## src/rtl/y86_pkg.sv

```systemverilog
// Shared Y86-64 fetch definitions: instruction codes and fetch PC state encoding.
package y86_pkg;

    localparam logic [3:0] IHALT = 4'h0;
    localparam logic [3:0] IJXX  = 4'h7;
    localparam logic [3:0] ICALL = 4'h8;
    localparam logic [3:0] IRET  = 4'h9;

    typedef enum logic [1:0] {
        RUN      = 2'd0,
        WAIT_RET = 2'd1,
        HALTED   = 2'd2
    } pc_state_t;

endpackage

```

## src/rtl/pc_predict_unit_ras_stack.sv

```systemverilog
// Return-address stack: circular buffer whose top pointer wraps modulo RAS_DEPTH.
// A push onto a full stack overwrites the oldest entry; a flush only clears the count.
module ras_stack #(
    parameter int ADDR_W    = 64,
    parameter int RAS_DEPTH = 8,
    localparam int PTR_W    = $clog2(RAS_DEPTH),
    localparam int CNT_W    = PTR_W + 1
) (
    input  logic              clk,
    input  logic              reset,
    input  logic              push,
    input  logic              pop,
    input  logic              flush,
    input  logic [ADDR_W-1:0] push_data,
    output logic [ADDR_W-1:0] top_data,
    output logic [CNT_W-1:0]  count
);

    localparam logic [CNT_W-1:0] FULL_CNT = CNT_W'(RAS_DEPTH);

    logic [ADDR_W-1:0] mem_r [RAS_DEPTH];
    logic [PTR_W-1:0]  ptr_r;
    logic [CNT_W-1:0]  count_r;
    logic [PTR_W-1:0]  ptr_inc_s;
    logic [PTR_W-1:0]  ptr_dec_s;
    logic              do_push_s;
    logic              do_pop_s;

    assign ptr_inc_s = ptr_r + {{(PTR_W-1){1'b0}}, 1'b1};
    assign ptr_dec_s = ptr_r - {{(PTR_W-1){1'b0}}, 1'b1};
    assign top_data  = mem_r[ptr_r];
    assign count     = count_r;

    // Resolve the single stack operation for this cycle; flush beats push beats pop.
    always_comb begin
        do_push_s = 1'b0;
        do_pop_s  = 1'b0;
        if (flush) begin
            do_push_s = 1'b0;
            do_pop_s  = 1'b0;
        end else if (push) begin
            do_push_s = 1'b1;
        end else if (pop && (count_r != {CNT_W{1'b0}})) begin
            do_pop_s = 1'b1;
        end else begin
            do_push_s = 1'b0;
            do_pop_s  = 1'b0;
        end
    end

    // Entry storage: contents are don't-care after reset, so no reset here.
    always_ff @(posedge clk) begin
        if (do_push_s && !reset) begin
            mem_r[ptr_inc_s] <= push_data;
        end
    end

    // Top pointer and occupancy count, saturating at RAS_DEPTH on push.
    always_ff @(posedge clk) begin
        if (reset) begin
            ptr_r   <= {PTR_W{1'b0}};
            count_r <= {CNT_W{1'b0}};
        end else if (flush) begin
            count_r <= {CNT_W{1'b0}};
        end else if (do_push_s) begin
            ptr_r <= ptr_inc_s;
            if (count_r != FULL_CNT) begin
                count_r <= count_r + {{(CNT_W-1){1'b0}}, 1'b1};
            end
        end else if (do_pop_s) begin
            ptr_r   <= ptr_dec_s;
            count_r <= count_r - {{(CNT_W-1){1'b0}}, 1'b1};
        end
    end

endmodule

```

## src/rtl/pc_predict_unit.sv

```systemverilog
// Fetch PC register and next-PC predictor: jXX predicted taken, call/ret via the RAS,
// redirects from write-back (ret) and memory (jXX), stall on unknown ret target, hold on halt.
module pc_predict_unit
    import y86_pkg::*;
#(
    parameter int              ADDR_W    = 64,
    parameter int              RAS_DEPTH = 8,
    parameter logic [ADDR_W-1:0] RESET_PC = {ADDR_W{1'b0}},
    localparam int             CNT_W     = $clog2(RAS_DEPTH) + 1
) (
    input  logic              clk,
    input  logic              reset,
    input  logic              stall,
    input  logic              f_valid,
    input  logic [3:0]        f_icode,
    input  logic [ADDR_W-1:0] f_valC,
    input  logic [ADDR_W-1:0] f_valP,
    input  logic              m_mispredict,
    input  logic [ADDR_W-1:0] m_valA,
    input  logic              w_ret_valid,
    input  logic              w_ret_predicted,
    input  logic [ADDR_W-1:0] w_ret_pred,
    input  logic [ADDR_W-1:0] w_valM,
    output logic [ADDR_W-1:0] pc,
    output logic              ret_stall,
    output logic              halted,
    output logic [CNT_W-1:0]  ras_count
);

    pc_state_t         state_r;
    pc_state_t         state_nxt_s;
    logic [ADDR_W-1:0] pc_r;
    logic [ADDR_W-1:0] pc_nxt_s;
    logic              ret_stall_r;
    logic              halted_r;
    logic              push_s;
    logic              pop_s;
    logic              flush_s;
    logic              w_fire_s;
    logic              w_miss_s;
    logic [ADDR_W-1:0] ras_top_s;
    logic [CNT_W-1:0]  ras_count_s;

    // An unpredicted ret always redirects; a predicted one only when the guess was wrong.
    assign w_miss_s = w_ret_predicted && (w_ret_pred != w_valM);
    assign w_fire_s = w_ret_valid && (!w_ret_predicted || (w_ret_pred != w_valM));

    ras_stack #(
        .ADDR_W    (ADDR_W),
        .RAS_DEPTH (RAS_DEPTH)
    ) u_ras (
        .clk       (clk),
        .reset     (reset),
        .push      (push_s),
        .pop       (pop_s),
        .flush     (flush_s),
        .push_data (f_valP),
        .top_data  (ras_top_s),
        .count     (ras_count_s)
    );

    // Priority mux: W redirect, M redirect, hold, then icode-based prediction.
    always_comb begin
        pc_nxt_s    = pc_r;
        state_nxt_s = state_r;
        push_s      = 1'b0;
        pop_s       = 1'b0;
        flush_s     = 1'b0;
        if (w_fire_s) begin
            pc_nxt_s    = w_valM;
            state_nxt_s = RUN;
            flush_s     = w_miss_s;
        end else if (m_mispredict) begin
            pc_nxt_s    = m_valA;
            state_nxt_s = RUN;
            flush_s     = 1'b1;
        end else if (stall || (state_r != RUN) || !f_valid) begin
            pc_nxt_s    = pc_r;
            state_nxt_s = state_r;
        end else begin
            case (f_icode)
                IJXX: begin
                    pc_nxt_s = f_valC;
                end
                ICALL: begin
                    pc_nxt_s = f_valC;
                    push_s   = 1'b1;
                end
                IRET: begin
                    if (ras_count_s != {CNT_W{1'b0}}) begin
                        pc_nxt_s = ras_top_s;
                        pop_s    = 1'b1;
                    end else begin
                        pc_nxt_s    = pc_r;
                        state_nxt_s = WAIT_RET;
                    end
                end
                IHALT: begin
                    pc_nxt_s    = pc_r;
                    state_nxt_s = HALTED;
                end
                default: begin
                    pc_nxt_s = f_valP;
                end
            endcase
        end
    end

    // PC, FSM state and the registered status flags derived from the next state.
    always_ff @(posedge clk) begin
        if (reset) begin
            pc_r        <= RESET_PC;
            state_r     <= RUN;
            ret_stall_r <= 1'b0;
            halted_r    <= 1'b0;
        end else begin
            pc_r        <= pc_nxt_s;
            state_r     <= state_nxt_s;
            ret_stall_r <= (state_nxt_s == WAIT_RET);
            halted_r    <= (state_nxt_s == HALTED);
        end
    end

    assign pc        = pc_r;
    assign ret_stall = ret_stall_r;
    assign halted    = halted_r;
    assign ras_count = ras_count_s;

endmodule

```

## config.mk

```make
export PLATFORM = sky130hd
export DESIGN_NAME = pc_predict_unit
export DESIGN_NICKNAME = d
export VERILOG_FILES = /design/src/rtl/y86_pkg.sv /design/src/rtl/pc_predict_unit_ras_stack.sv /design/src/rtl/pc_predict_unit.sv
export SDC_FILE = /design/constraint.sdc
export NUM_CORES = 1
export LEC_CHECK = 0
export ABC_CLOCK_PERIOD_IN_PS = 13200
export BUFFER_PORTS_ARGS = -buffer_cell sky130_fd_sc_hd__buf_4
export CORE_MARGIN = 5
export CORE_UTILIZATION = 55
export DETAILED_ROUTE_END_ITERATION = 8
export PLACE_DENSITY = 0.75
export SLEW_MARGIN = 40
export SYNTH_ARGS = -nofsm -noshare
export SYNTH_HDL_FRONTEND = slang
export SYNTH_SLANG_ARGS = --single-unit
```

## constraint.sdc

```tcl
create_clock -name clk -period 13.2 [get_ports clk]
set_clock_uncertainty 0.2 [all_clocks]
set_input_delay 0.66 -clock clk [delete_from_list [all_inputs] [get_ports clk]]
set_output_delay 0.66 -clock clk [all_outputs]
set_load 0.05 [all_outputs]
```

==> summary.txt <==
STA
  – Max_slew headroom: 40.7%
  – F_max: 0.208 GHz
  – Crit share post-route: 36.4%
  – Worst-Margin Slew: 0.883 ns
  – Hold Vio Cnt, Final: 0
  – Setup Total Neg Slack: 0 ns
  – RSZ-0062 raised after global routing: false
  – Minimum clock period: 4.80 ns
  – Final count of negative-setup-slack endpoints: 0
  – Slew Limit Fails: 0

Clocking
  – Resized Gates After CTS: 0
  – Clock transition at path regs: 0.07 ns
  – H-tree levels: 2
  – Longest Clk Path Bufs: 3
  – CTS tree: done
  – Post CTS Setup Buffer Count: 0
  – Post-CTS Hold Fix Bufs: 0
  – Num CTS Buffers: 59
  – CTS Sinks: 590
  – Root buffer cell: clkbuf_16
  – Clock Latency Late Sink: 0.62 ns

Cells and area
  – Filler cell count: 3033
  – Most frequent cells in the layout: edfxtp_1, buf_4, mux4_2, o21ai_0, dfxtp_1
  – Fin cells: 2571
  – Final instance area: 31100 um^2
  – Most common library cell in the layout ignoring fill and taps: edfxtp_1
  – Share of cells above drive strength 1: 34.6%
  – Layout area overhead: 23.7%
  – Final nets: 2252
  – Layout Utilization: 68.7%

Pwr
  – Reg power frac: 48.5%
  – Max rail drop VDD: 101 uV
  – Power per Cell Area: 136 nW/um^2
  – Sw frac: 22.2%
  – Sw power: 0.939 mW
  – Combinational share of power: 8.5%
  – P_int: 3.29 mW
  – Clock power share: 43.0%
  – Leakage power: 10.4 nW

Die
  – Core Rows: 78
  – Core Footprint: 45300 um^2
  – Die Y: 224 um
  – Num ports: 401
  – Die X: 224 um
  – Die area: 50100 um^2
  – Starting Density: 55.5%

Drt
  – Drc violations: 0
  – First-pass iteration count of the detailed router: 5
  – Drt via density: 6.28
  – WL final: 71.7 mm
  – Starting DRT DRC Count: 1723
  – Antenna-violating nets left: 0
  – DR WL/cell: 27.9 um
  – Via count: 16143

Synth
  – Async SR Flop Fraction: 0%
  – Sequential-to-total area share from yosys stat: 67.4%
  – Number of synthesized flops with an enable pin: 512
  – Post-synth top area share: 61.2%
  – Mapped Cells: 1533
  – #FFs+latches synth: 590
  – Mean cell area of the mapped netlist: 16.4 um^2
  – Synth Cell Area: 25100 um^2
  – Post-synthesis cell type count: 50
  – Syn Nets: 1869
  – Synth top area cells: edfxtp_1, mux4_2, dfxtp_1, mux2i_1, a221oi_1
  – YS warnings: 0
  – Area leader, netlist: edfxtp_1
  – Main synth FF type: edfxtp_1

Global routing
  – Vias in the first global route: 16426
  – Gr ovfl total: 0
  – GRT Resource Usage Total: 28.2%
  – Largest net degree at the start of global routing: 88
  – Antenna violations before repair: 3
  – First-pass GRT wire length: 106 mm

Worst setup path
  – Worst Setup SP: w_valM[60]
  – CP required: 13.26 ns
  – Worst setup EP type: register
  – Worst reg2reg setup slack: 9.17 ns
  – Critical setup path kind: in -> reg
  – Worst setup SP type: input port
  – R2R depth: 6
  – CP Max Fanout: 53
  – R2R Path Start: state_r[0]$_SDFF_PP0_
  – Worst Path Arrival: 4.86 ns

Min path
  – WHS Path Cells: 1
  – Hold_sp: f_valP[59]
  – Worst min path class: in -> reg

Placed design
  – Gpl congestion: 0.964
  – Dpl hpwl: 47.6 mm
  – Area post-placement: 28900 um^2
  – PortBufs: 400
  – Cell total after placement: 2455

Run status
  – Status: complete, no violations

Flow run
  – Max Cap Viol: 0
cell usage after synthesis, drive strengths merged (7+ instances only):
cell type	n
a21oi	13
clkbuf	60
dfxtp	78
nor4	12
xnor2	33
nor3	11
nor2	83
o21ai	129
nor2b	64
a221oi	67
o21a	64
mux4	128
nand4	9
buf	52
mux2i	64
edfxtp	512
inv	7
a211oi	64
xor2	35
flip-flops by register name (all words and copies together) (netlist names), named ones only:
name / cells
halted: 1
u_ras.mem_r: 512
u_ras.count: 4
ret_stall: 1
state_r: 2
pc: 64
u_ras.ptr_r: 3
stage by stage:
stage | setup slack (ns) | power, mW | hold slack, ns
final | 8.40 | 4.23 | 0.0854
after global routing | 8.23 | 4.35 | 0.0669
after CTS | 8.53 | 4.24 | 0.0518
after detailed placement | 7.89 | 2.44 | 0.334
after global placement | 7.46 | 2.44 | 0.318
after floorplan | 7.67 | 2.25 | 0.296
routing by layer:
layer / wire [um] / vias to the layer above / GRT usage (%)
met5: 13 / - / 0
met4: 2040 / 2 / 8.50
met3: 6450 / 108 / 5.62
met2: 34900 / 864 / 46.1
met1: 28200 / 8199 / 39.2
li1: - / 6970 / -
cells by family after synthesis:
logic type,Yosys count,synth area share [%]
mux,192,14.0
simple gates,207,4.37
compound gates,352,9.49
fa+ha+maj,5,0.279
flops,590,67.4
xor+xnor,68,2.37
buf+inv,119,2.08
power groups by stage:
stage	clock, mW	sequential (mW)	combinational [mW]
after floorplan	0	2.14	0.107
after global placement	0	2.09	0.349
after detailed placement	0	2.09	0.355
after CTS	1.84	2.05	0.356
after global routing	1.92	2.05	0.380
final	1.82	2.05	0.358
critical path, cell delays in order:
cell and delay (ns):
buf_4 0.14, xnor2_1 0.68, nand4_1 0.24, nor4_1 0.29
and3_1 0.40, a31o_4 0.67, nand3_1 0.47, nor2_4 0.77
buf_4 0.50
cell type report:
| class | count | area, um^2 | share of cell area [%] |
|---|---|---|---|
| repair buffers | 434 | 3420 | 11.0 |
| multi-input cells | 824 | 7810 | 25.1 |
| clock buffers | 71 | 1540 | 4.96 |
| clock inverters | 41 | 579 | 1.86 |
| inverters | 7 | 26.3 | 0.0845 |
| well taps | 600 | 751 | 2.41 |
| diodes | 4 | 10.0 | 0.0322 |
| flip-flops and latches | 590 | 16900 | 54.5 |
worst paths after layout:
path	end
min	u_ras.mem_r[7][59]$_DFFE_PP_
min reg2reg	register
max	u_ras.mem_r[2][39]$_DFFE_PP_
max reg2reg	u_ras.mem_r[0][39]$_DFFE_PP_
Power figures use the tool's default switching activity.
